### config.mk
export PLATFORM = sky130hd
export DESIGN_NAME = threshold_programmer_mc
export DESIGN_NICKNAME = d
export VERILOG_FILES = /design/src/rtl/threshold_programmer_mc.sv
export SDC_FILE = /design/constraint.sdc
export NUM_CORES = 1
export LEC_CHECK = 0
export ABC_AREA = 0
export CORE_MARGIN = 4
export CORE_UTILIZATION = 65
export DETAILED_ROUTE_END_ITERATION = 10
export DONT_BUFFER_PORTS = 1
export MAX_ROUTING_LAYER = met4
export PLACE_DENSITY = 0.92
export REMOVE_ABC_BUFFERS = 1
export SLEW_MARGIN = 5
export SYNTH_ARGS = -nofsm -noshare
export SYNTH_HDL_FRONTEND = slang
export SYNTH_SLANG_ARGS = --single-unit
### constraint.sdc
create_clock -name clk_100MHz -period 6.4 [get_ports clk_100MHz]
set_input_delay 0.64 -clock clk_100MHz [delete_from_list [all_inputs] [get_ports clk_100MHz]]
set_output_delay 0.64 -clock clk_100MHz [all_outputs]
set_load 0.1 [all_outputs]
### src/rtl/threshold_programmer_mc.sv
`default_nettype none
// ============================================================================
// threshold_programmer_mc : debounced multi-channel high/low threshold writer.
// Optional build macro THRESH_LOCK_EN adds a synchronised lock input. Rev 1.0
// ============================================================================
module threshold_programmer_mc #(
  parameter int N_SW      = 8,
  parameter int N_CH      = 2,
  parameter int CHW       = 1,
  parameter int MAX_LEVEL = 100,
  parameter int MIN_GAP   = 1,
  parameter int DB_CYCLES = 16
) (
  input  logic              clk_100MHz,
  input  logic              reset,
`ifdef THRESH_LOCK_EN
  input  logic              lock,
`endif
  input  logic              saveH_button,
  input  logic              saveL_button,
  input  logic [CHW-1:0]    ch_sel,
  input  logic [N_SW-1:0]   setup_input,
  output logic [8*N_CH-1:0] high_threshold,
  output logic [8*N_CH-1:0] low_threshold,
  output logic              busy,
  output logic              saved,
  output logic              error,
  output logic [2:0]        error_code
);

  localparam int CW = $clog2(DB_CYCLES);
  localparam logic [CW-1:0] CNT_LAST = CW'(DB_CYCLES - 1);

  typedef enum logic [1:0] {
    S_IDLE   = 2'd0,
    S_CHECK  = 2'd1,
    S_COMMIT = 2'd2,
    S_REJECT = 2'd3
  } state_t;

  state_t state, state_nxt;

  logic [1:0] btn_raw;
  logic [1:0] req;
  assign btn_raw = {saveL_button, saveH_button};

  // Bit 0 is the save-high button, bit 1 the save-low button.
  for (genvar b = 0; b < 2; b++) begin : g_db
    logic          s1, s2, deb, deb_q;
    logic [CW-1:0] cnt;

    always_ff @(posedge clk_100MHz or posedge reset) begin
      if (reset) begin
        s1    <= 1'b0;
        s2    <= 1'b0;
        deb   <= 1'b0;
        deb_q <= 1'b0;
        cnt   <= '0;
      end else begin
        s1    <= btn_raw[b];
        s2    <= s1;
        deb_q <= deb;
        if (s2 == deb) begin
          cnt <= '0;
        end else if (cnt == CNT_LAST) begin
          deb <= s2;
          cnt <= '0;
        end else begin
          cnt <= cnt + CW'(1);
        end
      end
    end

    assign req[b] = deb & ~deb_q;
  end

  logic [N_SW-1:0] sw_s1, sw_s2;
  always_ff @(posedge clk_100MHz or posedge reset) begin
    if (reset) begin
      sw_s1 <= '0;
      sw_s2 <= '0;
    end else begin
      sw_s1 <= setup_input;
      sw_s2 <= sw_s1;
    end
  end

  logic locked;
`ifdef THRESH_LOCK_EN
  logic lock_s1, lock_s2;
  always_ff @(posedge clk_100MHz or posedge reset) begin
    if (reset) begin
      lock_s1 <= 1'b0;
      lock_s2 <= 1'b0;
    end else begin
      lock_s1 <= lock;
      lock_s2 <= lock_s1;
    end
  end
  assign locked = lock_s2;
`else
  assign locked = 1'b0;
`endif

  // Thermometer decode: k ones from the LSB up, nothing else is a valid code.
  logic        sw_valid;
  logic [15:0] sw_k;
  logic [7:0]  sw_value;
  always_comb begin
    sw_valid = 1'b0;
    sw_k     = '0;
    for (int i = 0; i <= N_SW; i++) begin
      if ({1'b0, sw_s2} == (((N_SW+1)'(1) << i) - (N_SW+1)'(1))) begin
        sw_valid = 1'b1;
        sw_k     = 16'(i);
      end
    end
  end
  assign sw_value = 8'((sw_k * 16'(MAX_LEVEL)) / 16'(N_SW));

  logic           cap_h, cap_both, cap_valid;
  logic [7:0]     cap_value;
  logic [CHW-1:0] cap_ch;
  logic [2:0]     cause;
  logic [7:0]     hi_q [N_CH];
  logic [7:0]     lo_q [N_CH];

  logic [7:0] cur_hi, cur_lo;
  always_comb begin
    cur_hi = 8'(MAX_LEVEL);
    cur_lo = '0;
    for (int c = 0; c < N_CH; c++) begin
      if (cap_ch == CHW'(c)) begin
        cur_hi = hi_q[c];
        cur_lo = lo_q[c];
      end
    end
  end

  logic ch_ok, order_ok;
  assign ch_ok = {1'b0, cap_ch} < (CHW+1)'(N_CH);

  always_comb begin
    if (cap_h) order_ok = {1'b0, cap_value} >= ({1'b0, cur_lo} + 9'(MIN_GAP));
    else       order_ok = ({1'b0, cap_value} + 9'(MIN_GAP)) <= {1'b0, cur_hi};
  end

  logic [2:0] check_code;
  always_comb begin
    check_code = 3'd0;
    if (cap_both)        check_code = 3'd3;
    else if (!ch_ok)     check_code = 3'd4;
    else if (!cap_valid) check_code = 3'd1;
    else if (!order_ok)  check_code = 3'd2;
  end

  logic capture;
  always_comb begin
    state_nxt = state;
    capture   = 1'b0;
    case (state)
      S_IDLE: begin
        if ((|req) && !locked) begin
          capture   = 1'b1;
          state_nxt = S_CHECK;
        end
      end
      S_CHECK:  state_nxt = (check_code == 3'd0) ? S_COMMIT : S_REJECT;
      S_COMMIT: state_nxt = S_IDLE;
      S_REJECT: state_nxt = S_IDLE;
      default:  state_nxt = S_IDLE;
    endcase
  end

  always_ff @(posedge clk_100MHz or posedge reset) begin
    if (reset) state <= S_IDLE;
    else       state <= state_nxt;
  end

  always_ff @(posedge clk_100MHz or posedge reset) begin
    if (reset) begin
      cap_h      <= 1'b0;
      cap_both   <= 1'b0;
      cap_valid  <= 1'b0;
      cap_value  <= '0;
      cap_ch     <= '0;
      cause      <= '0;
      error      <= 1'b0;
      error_code <= '0;
      for (int c = 0; c < N_CH; c++) begin
        hi_q[c] <= 8'(MAX_LEVEL);
        lo_q[c] <= '0;
      end
    end else begin
      if (capture) begin
        cap_h     <= req[0];
        cap_both  <= &req;
        cap_valid <= sw_valid;
        cap_value <= sw_value;
        cap_ch    <= ch_sel;
      end
      if (state == S_CHECK) cause <= check_code;
      if (state == S_COMMIT) begin
        for (int c = 0; c < N_CH; c++) begin
          if (cap_ch == CHW'(c)) begin
            if (cap_h) hi_q[c] <= cap_value;
            else       lo_q[c] <= cap_value;
          end
        end
        error      <= 1'b0;
        error_code <= 3'd0;
      end
      if (state == S_REJECT) begin
        error      <= 1'b1;
        error_code <= cause;
      end
    end
  end

  for (genvar c = 0; c < N_CH; c++) begin : g_pack
    assign high_threshold[8*c +: 8] = hi_q[c];
    assign low_threshold[8*c +: 8]  = lo_q[c];
  end

  assign busy  = (state != S_IDLE);
  assign saved = (state == S_COMMIT);

endmodule
`default_nettype wire

==> flow_metrics.env <==
export IMPL_post_route_period_util_pct=55.8
export IMPL_overflow=0
export IMPL_synth_edff_count=0
export IMPL_yosys_mux_area_fraction_pct=13.4
export IMPL_synth_warning_count=0
export IMPL_post_cts_setup_buffer_count=0
export IMPL_postSynth_topFlopCell="sky130_fd_sc_hd__dfrtp_1"
export IMPL_p_leak_uw=0.00205
export IMPL_dp_cells=404
export IMPL_post_synth_instance_area_um2=4030
export IMPL_remaining_drc_errors=0
export IMPL_cp_max_fo=3
export IMPL_clk_insertion_delay_late_ns=0.35
export IMPL_async_reset_ff_share_pct=100
export IMPL_detail_route_wirelength_mm=7.82
export IMPL_ctsLongestPathBuffers=2
export IMPL_hold_class="input port to register"
export IMPL_ys_top_cells_by_count="sky130_fd_sc_hd__dfrtp_1 (77), sky130_fd_sc_hd__mux2_2 (39), sky130_fd_sc_hd__ha_1 (28)"
export IMPL_vias_per_cell=6.18
export IMPL_share_comb_of_total_power_pct=7.3
export IMPL_clkSinkCount=83
export IMPL_rsz0062_at_grt="no"
export IMPL_avgSynthCellArea_um2=12.0
export IMPL_yosys_cell_count_top_type="sky130_fd_sc_hd__dfrtp_1"
export IMPL_timing_critical_path_from_type="register"
export IMPL_path_class="register to register"
export IMPL_n_antenna_cell=0
export IMPL_clock_power_share_pct=35.4
export IMPL_grt_use_total_pct=23.6
export IMPL_die_height_um=86.7
export IMPL_drt_initial_drc_count=206
export IMPL_worst_r2r_path_depth=11
export IMPL_internal_power_uw=800
export IMPL_stdcell_count=420
export IMPL_antenna_found_initial=0
export IMPL_cts_resized=0
export IMPL_synth_simple_area_share_pct=10.3
export IMPL_largest_family_of_logic_cells_by_synthesized_area="multiplexers"
export IMPL_drive_above_1_share_pct=20.6
export IMPL_regToRegEndpoint="state[0]$_DFFE_PP0P_"
export IMPL_ir_drop_mv=0.210
export IMPL_net_switching_power_uw=327
export IMPL_synth_compound_area_share_pct=8.85
export IMPL_drtPass1Iterations=5
export IMPL_ys_seq_area_share_pct=51.7
export IMPL_synth_top_area_share_pct=47.8
export IMPL_top_cell_by_count_worst_path="sky130_fd_sc_hd__ha_1"
export IMPL_report_final_hold_viol_count=0
export IMPL_clock_skew_final_ns=0.00921
export IMPL_grt_first_pass_wirelength_mm=13.0
export IMPL_floorplan_die_area_um2=7520
export IMPL_fmaxAchievable_ghz=0.280
export IMPL_grt_max_degree=84
export IMPL_core_area_um2=5960
export IMPL_initial_core_utilization_pct=67.6
export IMPL_final_fill_count=398
export IMPL_period_minus_ws_final_ns=3.57
export IMPL_ys_seq_elements=83
export IMPL_cts_hold_buffers=0
export IMPL_drtAntennaViolNets=0
export IMPL_number_of_i_o_port_buffers=0
export IMPL_areaGrowthSynthToFinish_pct=6.55
export IMPL_setup_viol_count_final=0
export IMPL_worst_slew_pin_slew_ns=1.05
export IMPL_unique_masters_post_synth=44
export IMPL_arrival_worst_endpoint_ns=3.82
export IMPL_dr_total_vias=2595
export IMPL_r2r_start="low_threshold[0]$_DFFE_PP0P_"
export IMPL_crit_path_top_delay_cell="sky130_fd_sc_hd__dfrtp_1"
export IMPL_cts_root_buffer_cell="sky130_fd_sc_hd__clkbuf_8"
export IMPL_num_io_pins=51
export IMPL_htree_levels=3
export IMPL_final_max_slew_viol_count=0
export IMPL_switching_share_pct=29.0
export IMPL_critPathLaunch="low_threshold[0]$_DFFE_PP0P_"
export IMPL_yosys_area_share_adder_pct=8.70
export IMPL_die_x_um=86.7
export IMPL_cts_tree="yes"
export IMPL_synth_xor_area_share_pct=4.13
export IMPL_synth_largest_area_cell="sky130_fd_sc_hd__dfrtp_1"
export IMPL_result_of_the_run="complete, no violations"
export IMPL_max_cap_violations=0
export IMPL_gp_congestion=0.876
export IMPL_clkSlewWorstSetupHoldPaths_ns=0.08
export IMPL_cp_endpoint="state[0]$_DFFE_PP0P_"
export IMPL_cts_buffers_inserted=9
export IMPL_critical_path_cell_chain="mux2i_1, inv_1, ha_1, nand3_1, a21oi_2, xor2_1, ha_1, a211oi_1, o21ai_0, a221o_1, a311oi_2"
export IMPL_cp_slowest_stage_delay_ns=0.97
export IMPL_ff2ff_setup_slack_ns=2.83
export IMPL_synth_area_top_cells="sky130_fd_sc_hd__dfrtp_1 (48%), sky130_fd_sc_hd__mux2_2 (11%), sky130_fd_sc_hd__ha_1 (8.7%), sky130_fd_sc_hd__dfstp_2 (3.9%), sky130_fd_sc_hd__mux2i_1 (2.5%)"
export IMPL_finalNetCount=381
export IMPL_power_sequential_fraction_pct=57.3
export IMPL_worst_endpoint_required_ns=6.65
export IMPL_max_slew_margin_rel_pct=29.9
export IMPL_power_density_nw_per_um2=262
export IMPL_core_rowCount=28
export IMPL_tns_ns=0
export IMPL_cp_end_kind="register"
export IMPL_dp_hpwl_mm=5.51
export IMPL_synth_cells=336
export IMPL_grt_pass1_vias=2693
export IMPL_post_drt_wl_per_cell_um=18.6
-- worst max-delay path: cells and delay by family (launching register included) --
family | cells | cell delay, ns
compound gates | 5 | 1.28
xor+xnor | 1 | 0.17
fa+ha+maj | 2 | 0.51
buf+inv | 1 | 0.12
flops | 1 | 0.97
mux | 1 | 0.27
simple gates | 1 | 0.15
-- through the flow --
stage	setup WS (ns)	hold WS (ns)	area (µm²)	util, %	power (µW)
floorplan	3.13	0.331	3970	-	715
global placement	3.11	0.332	4080	68.6	731
detailed placement	2.85	0.335	4080	68.6	739
CTS	2.82	0.296	4290	72.1	1140
global route	2.61	0.288	4290	72.1	1170
finish	2.83	0.317	4290	72.1	1130
-- sequential cells by signal, indices dropped and copies added, names as in the netlist, 8 cells and up --
signal and cells:
sw_s2 8, high_threshold 16, sw_s1 8, cap_value 8, g_db.cnt 8, low_threshold 16
-- power by group through the flow --
stage	logic, µW	clock network, µW	registers (µW)
2_1_floorplan	67.2	0	648
3_3_place_gp	77.6	0	653
3_5_place_dp	83.0	0	656
4_1_cts	83.4	407	645
5_1_grt	92.7	432	649
6_report	82.1	399	646
-- cells by family (layout without fill, tap and decap cells) --
| group | count (synthesis) | in the layout |
|---|---|---|
| flops | 83 | 83 |
| simple gates | 75 | 75 |
| compound gates | 57 | 57 |
| mux | 49 | 49 |
| fa+ha+maj | 28 | 28 |
| other cells | 1 | 2 |
| buf+inv | 24 | 32 |
| xor+xnor | 19 | 19 |
-- placed cells by master (no fill, tap or decap), types with 4 or more instances in the layout --
master	n
sky130_fd_sc_hd__nor2_1	11
sky130_fd_sc_hd__mux2_2	39
sky130_fd_sc_hd__dfstp_2	6
sky130_fd_sc_hd__a21oi_1	17
sky130_fd_sc_hd__o21ai_0	15
sky130_fd_sc_hd__xor2_1	8
sky130_fd_sc_hd__dfrtp_1	77
sky130_fd_sc_hd__and2b_1	5
sky130_fd_sc_hd__mux2i_1	10
sky130_fd_sc_hd__xnor2_1	11
sky130_fd_sc_hd__inv_1	13
sky130_fd_sc_hd__nand2_1	19
sky130_fd_sc_hd__a31oi_1	4
sky130_fd_sc_hd__nand3_1	13
sky130_fd_sc_hd__ha_1	28
sky130_fd_sc_hd__nor2b_1	6
sky130_fd_sc_hd__clkbuf_8	9
sky130_fd_sc_hd__a21o_1	4
-- worst min path at each step --
| stage | startpoint | end | slack (ns) | cells past startpoint |
|---|---|---|---|---|
| after floorplan | g_db[0].s1$_DFF_PP0_ | g_db[0].s2$_DFF_PP0_ | 0.33 | 0 |
| after global placement | sw_s1[2]$_DFF_PP0_ | sw_s2[2]$_DFF_PP0_ | 0.33 | 0 |
| after detailed placement | sw_s1[7]$_DFF_PP0_ | sw_s2[7]$_DFF_PP0_ | 0.33 | 0 |
| after CTS | setup_input[7] | sw_s1[7]$_DFF_PP0_ | 0.30 | 0 |
| after global routing | saveH_button | g_db[0].s1$_DFF_PP0_ | 0.29 | 0 |
| final | setup_input[7] | sw_s1[7]$_DFF_PP0_ | 0.32 | 0 |
-- cell type report --
cell class | count | area (µm²) | share of cell area, %
Tap cell | 75 | 93.8 | 2.19
Timing Repair Buffer | 2 | 15.0 | 0.350
Multi-Input combinational cell | 230 | 1840 | 42.8
Inverter | 14 | 53.8 | 1.25
Clock buffer | 11 | 131 | 3.06
Clock inverter | 5 | 77.6 | 1.81
Sequential cell | 83 | 2080 | 48.6
-- metal layers --
metal  routed length [µm]  vias up  track usage [%]  part of all wire (%)
met1                 3170     1276             26.9                    41
met4                  214        0             13.0                   2.7
met3                  438       21             5.89                   5.6
met2                 4000       92             38.2                    51
li1                     -     1206                -                     -
met5                    0        -                -                     0
(Power assumes the default switching activity.)
